<file path="src/rtl/gs_dram_port_if.sv">
// Signal bundle between gs_dram_port and its client, ROM loader and memory backend.
// Backend command handshake: a command transfers on a rising edge where M_VALID and M_READY are both 1; while M_VALID is 1 and M_READY is 0 the command fields do not change.
interface gs_dram_port_if;
    logic        REQ;
    logic        RNW;
    logic [23:0] ADDR;
    logic [1:0]  BSEL;
    logic [15:0] DI;
    logic [15:0] DO;
    logic        ACK;
    logic        LD_WR;
    logic [23:0] LD_ADDR;
    logic [15:0] LD_DATA;
    logic [1:0]  LD_BSEL;
    logic        LD_BUSY;
    logic        M_VALID;
    logic        M_READY;
    logic        M_WE;
    logic [23:0] M_ADDR;
    logic [1:0]  M_BE;
    logic [15:0] M_WDATA;
    logic        M_RVALID;
    logic [15:0] M_RDATA;
    logic        ERR;
    logic        OVF;
    logic [1:0]  dbg_state;

    modport slave (
        input  REQ, RNW, ADDR, BSEL, DI, LD_WR, LD_ADDR, LD_DATA, LD_BSEL,
               M_READY, M_RVALID, M_RDATA,
        output DO, ACK, LD_BUSY, M_VALID, M_WE, M_ADDR, M_BE, M_WDATA, ERR, OVF,
               dbg_state
    );

    modport master (
        output REQ, RNW, ADDR, BSEL, DI, LD_WR, LD_ADDR, LD_DATA, LD_BSEL,
               M_READY, M_RVALID, M_RDATA,
        input  DO, ACK, LD_BUSY, M_VALID, M_WE, M_ADDR, M_BE, M_WDATA, ERR, OVF,
               dbg_state
    );
endinterface

</file>
<file path="src/rtl/gs_dram_port.sv">
// Single-client DRAM port with a one-entry ROM-preload buffer, a backend command
// handshake and a per-command timeout. All outputs come straight from flops.
module gs_dram_port #(
    parameter int TIMEOUT = 255
) (
    input logic           CLK,
    input logic           RESET_n,
    gs_dram_port_if.slave bus
);
    typedef enum logic [1:0] {IDLE = 2'd0, CMD = 2'd1, WAIT_RD = 2'd2, DONE = 2'd3} state_t;

    localparam logic [7:0] TMO_LAST = 8'(TIMEOUT - 1);

    state_t      state_q, state_d;
    logic        ack_q, ack_d;
    logic        m_valid_q, m_valid_d;
    logic        m_we_q, m_we_d;
    logic [23:0] m_addr_q, m_addr_d;
    logic [1:0]  m_be_q, m_be_d;
    logic [15:0] m_wdata_q, m_wdata_d;
    logic [15:0] do_q, do_d;
    logic        err_q, err_d;
    logic        ovf_q, ovf_d;
    logic [7:0]  cnt_q, cnt_d;
    logic        rnw_q, rnw_d;
    logic        is_ld_q, is_ld_d;
    logic        ld_full_q, ld_full_d;
    logic [23:0] ld_addr_q, ld_addr_d;
    logic [15:0] ld_data_q, ld_data_d;
    logic [1:0]  ld_bsel_q, ld_bsel_d;
    logic        cnt_last, ld_accept, ld_expire;

    always_comb begin
        state_d   = state_q;
        ack_d     = 1'b0;
        m_valid_d = m_valid_q;
        m_we_d    = m_we_q;
        m_addr_d  = m_addr_q;
        m_be_d    = m_be_q;
        m_wdata_d = m_wdata_q;
        do_d      = do_q;
        err_d     = err_q;
        ovf_d     = ovf_q;
        cnt_d     = cnt_q;
        rnw_d     = rnw_q;
        is_ld_d   = is_ld_q;
        ld_full_d = ld_full_q;
        ld_addr_d = ld_addr_q;
        ld_data_d = ld_data_q;
        ld_bsel_d = ld_bsel_q;

        cnt_last  = (cnt_q == TMO_LAST);
        ld_accept = (state_q == CMD) && is_ld_q && bus.M_READY;
        ld_expire = (state_q == CMD) && is_ld_q && !bus.M_READY && cnt_last;

        // The buffer frees on the same edge its entry leaves, so a strobe there is kept.
        if (bus.LD_WR) begin
            if (!ld_full_q || ld_accept || ld_expire) begin
                ld_full_d = 1'b1;
                ld_addr_d = bus.LD_ADDR;
                ld_data_d = bus.LD_DATA;
                ld_bsel_d = bus.LD_BSEL;
            end else begin
                ovf_d = 1'b1;
            end
        end else if (ld_accept || ld_expire) begin
            ld_full_d = 1'b0;
        end

        case (state_q)
            IDLE: begin
                if (ld_full_q || bus.LD_WR) begin
                    m_valid_d = 1'b1;
                    m_we_d    = 1'b1;
                    m_addr_d  = ld_full_q ? ld_addr_q : bus.LD_ADDR;
                    m_be_d    = ld_full_q ? ld_bsel_q : bus.LD_BSEL;
                    m_wdata_d = ld_full_q ? ld_data_q : bus.LD_DATA;
                    is_ld_d   = 1'b1;
                    rnw_d     = 1'b0;
                    cnt_d     = '0;
                    state_d   = CMD;
                end else if (bus.REQ) begin
                    is_ld_d = 1'b0;
                    rnw_d   = bus.RNW;
                    if (bus.RNW) begin
                        m_valid_d = 1'b1;
                        m_we_d    = 1'b0;
                        m_addr_d  = bus.ADDR;
                        m_be_d    = 2'b11;
                        cnt_d     = '0;
                        state_d   = CMD;
                    end else if (bus.BSEL == 2'b00) begin
                        // Nothing to write: acknowledge without touching the backend.
                        state_d = DONE;
                    end else begin
                        m_valid_d = 1'b1;
                        m_we_d    = 1'b1;
                        m_addr_d  = bus.ADDR;
                        m_be_d    = bus.BSEL;
                        m_wdata_d = bus.DI;
                        cnt_d     = '0;
                        state_d   = CMD;
                    end
                end
            end
            CMD: begin
                if (bus.M_READY || cnt_last) begin
                    m_valid_d = 1'b0;
                    err_d     = err_q | ~bus.M_READY;
                    if (is_ld_q) begin
                        state_d = IDLE;
                    end else if (rnw_q && bus.M_READY) begin
                        cnt_d   = '0;
                        state_d = WAIT_RD;
                    end else begin
                        if (rnw_q) do_d = 16'hFFFF;
                        ack_d   = 1'b1;
                        state_d = DONE;
                    end
                end else begin
                    cnt_d = cnt_q + 8'd1;
                end
            end
            WAIT_RD: begin
                if (bus.M_RVALID) begin
                    do_d    = bus.M_RDATA;
                    ack_d   = 1'b1;
                    state_d = DONE;
                end else if (cnt_last) begin
                    err_d   = 1'b1;
                    do_d    = 16'hFFFF;
                    ack_d   = 1'b1;
                    state_d = DONE;
                end else begin
                    cnt_d = cnt_q + 8'd1;
                end
            end
            DONE: begin
                // A zero-byte write arrives here with ACK still low and pulses it one cycle later.
                if (ack_q) state_d = IDLE;
                else ack_d = 1'b1;
            end
        endcase
    end

    always_ff @(posedge CLK or negedge RESET_n) begin
        if (!RESET_n) begin
            state_q   <= IDLE;
            ack_q     <= 1'b0;
            m_valid_q <= 1'b0;
            m_we_q    <= 1'b0;
            m_addr_q  <= '0;
            m_be_q    <= '0;
            m_wdata_q <= '0;
            do_q      <= '0;
            err_q     <= 1'b0;
            ovf_q     <= 1'b0;
            cnt_q     <= '0;
            rnw_q     <= 1'b0;
            is_ld_q   <= 1'b0;
            ld_full_q <= 1'b0;
            ld_addr_q <= '0;
            ld_data_q <= '0;
            ld_bsel_q <= '0;
        end else begin
            state_q   <= state_d;
            ack_q     <= ack_d;
            m_valid_q <= m_valid_d;
            m_we_q    <= m_we_d;
            m_addr_q  <= m_addr_d;
            m_be_q    <= m_be_d;
            m_wdata_q <= m_wdata_d;
            do_q      <= do_d;
            err_q     <= err_d;
            ovf_q     <= ovf_d;
            cnt_q     <= cnt_d;
            rnw_q     <= rnw_d;
            is_ld_q   <= is_ld_d;
            ld_full_q <= ld_full_d;
            ld_addr_q <= ld_addr_d;
            ld_data_q <= ld_data_d;
            ld_bsel_q <= ld_bsel_d;
        end
    end

    assign bus.ACK       = ack_q;
    assign bus.DO        = do_q;
    assign bus.LD_BUSY   = ld_full_q;
    assign bus.M_VALID   = m_valid_q;
    assign bus.M_WE      = m_we_q;
    assign bus.M_ADDR    = m_addr_q;
    assign bus.M_BE      = m_be_q;
    assign bus.M_WDATA   = m_wdata_q;
    assign bus.ERR       = err_q;
    assign bus.OVF       = ovf_q;
    assign bus.dbg_state = state_q;
endmodule

</file>
<file path="src/flat_wrapper.sv">
// flat-port wrapper written by rule: the top's interface ports become plain ports
module gs_dram_port_flat 
#(
    parameter int TIMEOUT = 255
)
  (CLK, RESET_n, bus_REQ, bus_RNW, bus_ADDR, bus_BSEL, bus_DI, bus_LD_WR, bus_LD_ADDR, bus_LD_DATA, bus_LD_BSEL, bus_M_READY, bus_M_RVALID, bus_M_RDATA, bus_DO, bus_ACK, bus_LD_BUSY, bus_M_VALID, bus_M_WE, bus_M_ADDR, bus_M_BE, bus_M_WDATA, bus_ERR, bus_OVF, bus_dbg_state);
  gs_dram_port_if bus_i ();
  input logic CLK;
  input logic RESET_n;
  input wire logic [$bits(bus_i.REQ)-1:0] bus_REQ;
  input wire logic [$bits(bus_i.RNW)-1:0] bus_RNW;
  input wire logic [$bits(bus_i.ADDR)-1:0] bus_ADDR;
  input wire logic [$bits(bus_i.BSEL)-1:0] bus_BSEL;
  input wire logic [$bits(bus_i.DI)-1:0] bus_DI;
  input wire logic [$bits(bus_i.LD_WR)-1:0] bus_LD_WR;
  input wire logic [$bits(bus_i.LD_ADDR)-1:0] bus_LD_ADDR;
  input wire logic [$bits(bus_i.LD_DATA)-1:0] bus_LD_DATA;
  input wire logic [$bits(bus_i.LD_BSEL)-1:0] bus_LD_BSEL;
  input wire logic [$bits(bus_i.M_READY)-1:0] bus_M_READY;
  input wire logic [$bits(bus_i.M_RVALID)-1:0] bus_M_RVALID;
  input wire logic [$bits(bus_i.M_RDATA)-1:0] bus_M_RDATA;
  output wire logic [$bits(bus_i.DO)-1:0] bus_DO;
  output wire logic [$bits(bus_i.ACK)-1:0] bus_ACK;
  output wire logic [$bits(bus_i.LD_BUSY)-1:0] bus_LD_BUSY;
  output wire logic [$bits(bus_i.M_VALID)-1:0] bus_M_VALID;
  output wire logic [$bits(bus_i.M_WE)-1:0] bus_M_WE;
  output wire logic [$bits(bus_i.M_ADDR)-1:0] bus_M_ADDR;
  output wire logic [$bits(bus_i.M_BE)-1:0] bus_M_BE;
  output wire logic [$bits(bus_i.M_WDATA)-1:0] bus_M_WDATA;
  output wire logic [$bits(bus_i.ERR)-1:0] bus_ERR;
  output wire logic [$bits(bus_i.OVF)-1:0] bus_OVF;
  output wire logic [$bits(bus_i.dbg_state)-1:0] bus_dbg_state;
  assign bus_i.REQ = bus_REQ;
  assign bus_i.RNW = bus_RNW;
  assign bus_i.ADDR = bus_ADDR;
  assign bus_i.BSEL = bus_BSEL;
  assign bus_i.DI = bus_DI;
  assign bus_i.LD_WR = bus_LD_WR;
  assign bus_i.LD_ADDR = bus_LD_ADDR;
  assign bus_i.LD_DATA = bus_LD_DATA;
  assign bus_i.LD_BSEL = bus_LD_BSEL;
  assign bus_i.M_READY = bus_M_READY;
  assign bus_i.M_RVALID = bus_M_RVALID;
  assign bus_i.M_RDATA = bus_M_RDATA;
  assign bus_DO = bus_i.DO;
  assign bus_ACK = bus_i.ACK;
  assign bus_LD_BUSY = bus_i.LD_BUSY;
  assign bus_M_VALID = bus_i.M_VALID;
  assign bus_M_WE = bus_i.M_WE;
  assign bus_M_ADDR = bus_i.M_ADDR;
  assign bus_M_BE = bus_i.M_BE;
  assign bus_M_WDATA = bus_i.M_WDATA;
  assign bus_ERR = bus_i.ERR;
  assign bus_OVF = bus_i.OVF;
  assign bus_dbg_state = bus_i.dbg_state;
  gs_dram_port #(.TIMEOUT(TIMEOUT)) u_core (.CLK(CLK), .RESET_n(RESET_n), .bus(bus_i));
endmodule
</file>
<file path="config.mk">
export PLATFORM = sky130hd
export DESIGN_NAME = gs_dram_port_flat
export DESIGN_NICKNAME = d
export VERILOG_FILES = /design/src/rtl/gs_dram_port_if.sv /design/src/rtl/gs_dram_port.sv /design/src/flat_wrapper.sv
export SDC_FILE = /design/constraint.sdc
export NUM_CORES = 1
export LEC_CHECK = 0
export CAP_MARGIN = 20
export CORE_MARGIN = 1.5
export CORE_UTILIZATION = 48
export DETAILED_ROUTE_END_ITERATION = 10
export PLACE_DENSITY = 0.81
export SYNTH_ARGS = -nofsm -noshare
export SYNTH_HDL_FRONTEND = slang
export SYNTH_SLANG_ARGS = --single-unit
</file>
<file path="constraint.sdc">
create_clock -name CLK -period 2.69 [get_ports CLK]
set_input_delay 0.538 -clock CLK [delete_from_list [all_inputs] [get_ports CLK]]
set_output_delay 0.538 -clock CLK [all_outputs]
set_load 0.1 [all_outputs]
</file>
# ---- After elaboration in Yosys (flattened, before gate mapping)
# Index checks and enable logic that the tools add are counted.
dict set report word_totals {
  reg_bits 118
  out_inout_bits 66
}
dict set report classes {
  addsub 1
  eq_ne 21
  n_mux 70
  n_bitwise 3
  reduce_logical 30
}
# op count
set op_table {}
lappend op_table {{16-bit two-way mux} 11}
lappend op_table {{24-bit two-way mux} 5}
lappend op_table {{8-bit two-way mux} 9}
lappend op_table {{16-bit one-hot mux with 2 select lines} 1}
lappend op_table {{2-bit two-way mux} 14}
lappend op_table {{1-bit two-way mux} 25}
lappend op_table {{8-bit one-hot mux with 3 select lines} 1}
lappend op_table {{4-bit AND reduction} 4}
lappend op_table {{2-bit by 1-bit != test with 1-bit output (second input constant)} 6}
lappend op_table {{2-bit != test (second input constant)} 5}
lappend op_table {{3-bit by 2-bit != test with 1-bit output (second input constant)} 3}
lappend op_table {{8-bit by 1-bit adder with 8-bit output (second input constant)} 1}
lappend op_table {{8-bit equality test (second input constant)} 1}
lappend op_table {{2-bit one-hot mux with 4 select lines} 1}
lappend op_table {{2-bit AND reduction} 4}
lappend op_table {{2-bit nonzero test} 4}
lappend op_table {{7-bit AND reduction} 1}
lappend op_table {{3-bit != test (second input constant)} 2}
lappend op_table {{6-bit AND reduction} 1}
lappend op_table {{1-bit logical AND} 5}
lappend op_table {{1-bit logical OR} 5}
lappend op_table {{2-bit equality test (second input constant)} 2}
lappend op_table {{2-bit logical NOT} 2}
lappend op_table {{4-bit by 3-bit != test with 1-bit output (second input constant)} 1}
lappend op_table {{other kinds (8)} 11}

# ---- Depth between registers and ports, before layout
dict set report logic_depth {
  word_depth 7
  depth_mapped 8
  mapped_depth_nobuf 7
}

# ---- Worst setup path after synthesis
# No wires, ideal clock.
dict set report synth_timing {
  path_kind {flip-flop to flip-flop}
  startpoint {register u_core.state_q[0], in the netlist u_core.bus.dbg_state[0]}
  endpoint {register u_core.cnt_q[7]}
  setup_ns 0.104
  arrival_time_ns 2.605
  slack_ns -0.018
  path_stages_with_launch 9
  n_path_buf 1
  period_less_slack_ns 2.708
  cell_sequence {dfrtp_1 -> inv_1 -> ha_1 -> a21oi_1 -> o31ai_1 -> a311o_1 -> buf_2 -> nand2b_4 -> o41ai_2}
}
dict set report synth_via {
  elab_chain_cells 3
  word_cells_on_any_way 12
  cone_classes {eq/ne (8); mux (1); reduce/logical (3)}
}
# item line_no
set synth_rtl {}
lappend synth_rtl {{start, declared} gs_dram_port.sv:14} ;# state_t state_q, state_d;
lappend synth_rtl {{start signal, assigned} gs_dram_port.sv:166} ;# state_q <= state_d;
lappend synth_rtl {{2-bit by 1-bit equality test with 1-bit output, or another cell as far along} gs_dram_port.sv:70} ;# case (state_q)
lappend synth_rtl {{3-bit != test (no source line), or another cell as far along} --}
lappend synth_rtl {{7-bit AND reduction (no source line)} --}
lappend synth_rtl {{end signal, assigned} gs_dram_port.sv:176} ;# cnt_q <= cnt_d;
lappend synth_rtl {{end, declared} gs_dram_port.sv:24} ;# logic [7:0] cnt_q, cnt_d;
# Several ways; a longest one is shown, not always the timed one.
# A chain may end at the register's enable or synchronous reset.

# ---- Final worst setup path
dict set report layout_timing {
  startpoint {register u_core.state_q[0], in the netlist u_core.bus.dbg_state[0]}
  endpoint {register u_core.cnt_q[4]}
}
# Same word-level chain as after synthesis.

==> qor.csv <==
metric,value,unit
# H-tree levels,4,
critical path arrival,2.56,ns
RSZ-0062 raised after global routing,no,
row count,39,
largest net degree at the start of global routing,79,
Final Hold Viols,0,
DRT met1 WL,6.09,mm
Die H,113,µm
global route overflow,0,
Total GRT Usage,23.0,%
Synth Area per Inst,10.4,µm²
YS warnings,0,
first-pass GRT wire length,23.4,mm
Final GP Congestion,0.868,
vias in the first global route,4920,
Synthesized Nets,675,
hold crit path type,input port to asynchronous set/reset pin,
antenna diode count,0,
Register Area,2960,µm²
DP HPWL,10.2,mm
Cells after Synth,560,
Routed WL per cell,15.9,µm
layout cells sized above 1,22.0,%
Max Used Layer,met4,
Die Area,12800,µm²
"Seq/Total Area, Yosys",50.9,%
core area,11600,µm²
setup bufs post-CTS,0,
cts-stage hold buffer count,0,
CTS tree,built,
Clock Path Buffers,2,
VDD IR max,0.979,mV
Setup crit end kind,flip-flop,
Slew Limit Fails,0,
status,finished clean,
crit-path max FO,8,
vias,4711,
PortBufs,172,
period utilization,83.9,%
Synth async-reset ratio,100,%
"commonest cells after routing, fill and taps aside","dfrtp_1 (116), clkdlybuf4s50_1 (104), buf_4 (77)",
worst slew pin tran,0.792,ns
# setup viols final,0,
met3 routed WL,755,µm
area growth from synthesis to layout,40.7,%
fillers,855,
"Req. time, crit path",2.99,ns
Die W,113,µm
final net count,850,
initial antenna violation count,0,
dpl cells,859,
count of cell types in the netlist,44,
fin util,70.4,%
fin crit period,2.26,ns
setup TNS,0,ns
CP Class,flip-flop to flip-flop,
PwrDens,1380,nW/µm²
Starting DRT DRC Count,306,
first-pass detailed-route iteration total,4,
Clock Latency Late Sink,0.40,ns
Leak,3.78,nW
Vias/cell,5.29,
register bit total from synthesis,118,
WL final,14.2,mm
Max transition margin,47.2,%
"most common cell after layout, fill and taps aside",dfrtp_1,
achievable frequency,443,MHz
Routed met2 length,7.12,mm
DR DRC count,0,
count of non-filler cells in the finished layout,890,
ANT nets after route,0,
Layout Skew,0.00853,ns
initial core utilization,50.0,%
area of the multi-input gates,2610,µm²
maxcap violations,0,
CTS buffer count,17,
post_cts resized,0,
Setup crit start kind,flip-flop,
Post-synth EDFFs,0,
clock slew seen by the registers of the worst setup and hold paths,0.05,ns
I/O pin count,173,
most used flip-flop cell after synthesis,dfrtp_1,
mapped cell area,5810,µm²
clk root buf,clkbuf_16,
clock sinks,118,
## path summary, 6_finish.rpt
kind / from / slack, ns / endpoint / depth (start not counted)
hold / removal: RESET_n / 0.16 / u_core.bus.M_WDATA[4]$_DFFE_PN0P_ / 1
hold reg to reg: u_core.bus.ERR$_DFFE_PN0P_ / 0.46 / u_core.bus.ERR$_DFFE_PN0P_ / 1
min in group CLK: u_core.bus.ERR$_DFFE_PN0P_ / 0.46 / u_core.bus.ERR$_DFFE_PN0P_ / 1
setup reg to reg: u_core.bus.dbg_state[0]$_DFFE_PN0P_ / 0.43 / u_core.cnt_q[4]$_DFFE_PN0P_ / 7
setup / recovery: u_core.bus.dbg_state[0]$_DFFE_PN0P_ / 0.43 / u_core.cnt_q[4]$_DFFE_PN0P_ / 7
max in group asynchronous: RESET_n / 1.77 / u_core.bus.M_ADDR[13]$_DFFE_PN0P_ / 2
## registers in the layout, indices dropped and copies added (netlist names), 8 cells and up
signal              count
u_core.bus.M_ADDR      24
u_core.bus.DO          16
u_core.cnt_q            8
u_core.ld_addr_q       24
u_core.ld_data_q       16
u_core.bus.M_WDATA     16
## cell usage after synthesis (2+ instances only)
library cell | number | area share (%)
inv_1 | 24 | 1.6
nand2b_1 | 5 | 0.54
o21ai_0 | 54 | 4.7
dfrtp_1 | 118 | 51
a31oi_1 | 2 | 0.22
or4_1 | 3 | 0.39
mux2_4 | 22 | 5.7
nand3_1 | 4 | 0.34
ha_1 | 8 | 1.7
mux2_2 | 20 | 3.9
buf_2 | 6 | 0.52
a21oi_1 | 50 | 4.3
and3_1 | 2 | 0.22
nor3_1 | 6 | 0.52
buf_6 | 4 | 0.78
clkbuf_1 | 16 | 1.0
buf_1 | 2 | 0.13
nor2_1 | 63 | 4.1
o31ai_1 | 5 | 0.65
mux2i_1 | 56 | 9.7
o211ai_1 | 2 | 0.26
buf_4 | 2 | 0.26
nor2b_1 | 2 | 0.22
nand2_1 | 61 | 3.9
a2bb2oi_1 | 2 | 0.30
o21bai_1 | 3 | 0.39
## report_power, final
group	internal, W	switching (W)	total [W]
Combinational	0.00173	0.00422	0.00595
Sequential	0.00252	0.000432	0.00295
Clock	0.00164	0.000747	0.00239
## logic make-up (layout without fill, tap and decap cells)
kind of cell / Yosys count / after routing / share of synthesized area [%]
buffers and inverters: 54 / 241 / 4.27
flip-flops: 118 / 118 / 50.9
AO/OA/AOI/OAI: 128 / 128 / 12.3
adder cells (fa/ha/maj): 8 / 8 / 1.72
multiplexers: 98 / 98 / 19.2
AND/OR/NAND/NOR: 154 / 154 / 11.6
## worst max-delay path, cell delays in order, from the launching register on
cell,delay (ns)
dfrtp_2,0.43
inv_1,0.10
ha_1,0.28
a21oi_1,0.17
o31ai_1,0.09
a311o_1,0.42
or4_1,0.55
o21ai_0,0.12
## metal layers
metal / vias to the layer above / global-route usage (%)
met4: 0 / 8.83
li1: 2288 / -
met1: 2263 / 28.0
met3: 18 / 5.84
met5: - / 0
met2: 142 / 39.7
## through the flow
stage / hold WS, ns / total power [W] / cell area, µm² / worst slack (ns)
global placement: 0.443 / 0.00875 / 7540 / 0.232
detailed placement: 0.450 / 0.00893 / 7540 / 0.140
global route: 0.198 / 0.0118 / 8170 / 0.296
CTS: 0.168 / 0.0114 / 8170 / 0.458
floorplan: 0.242 / 0.00747 / 5810 / 0.0318
finish: 0.162 / 0.0113 / 8170 / 0.434
## cell type report
type	count	share of cell area [%]
repair buffers	186	20.9
flip-flops and latches	118	36.2
multi-input cells	388	31.9
well taps	143	2.19
clock inverters	8	1.78
inverters	24	1.10
clock buffers	23	5.97
Power figures use the tool's default switching activity.
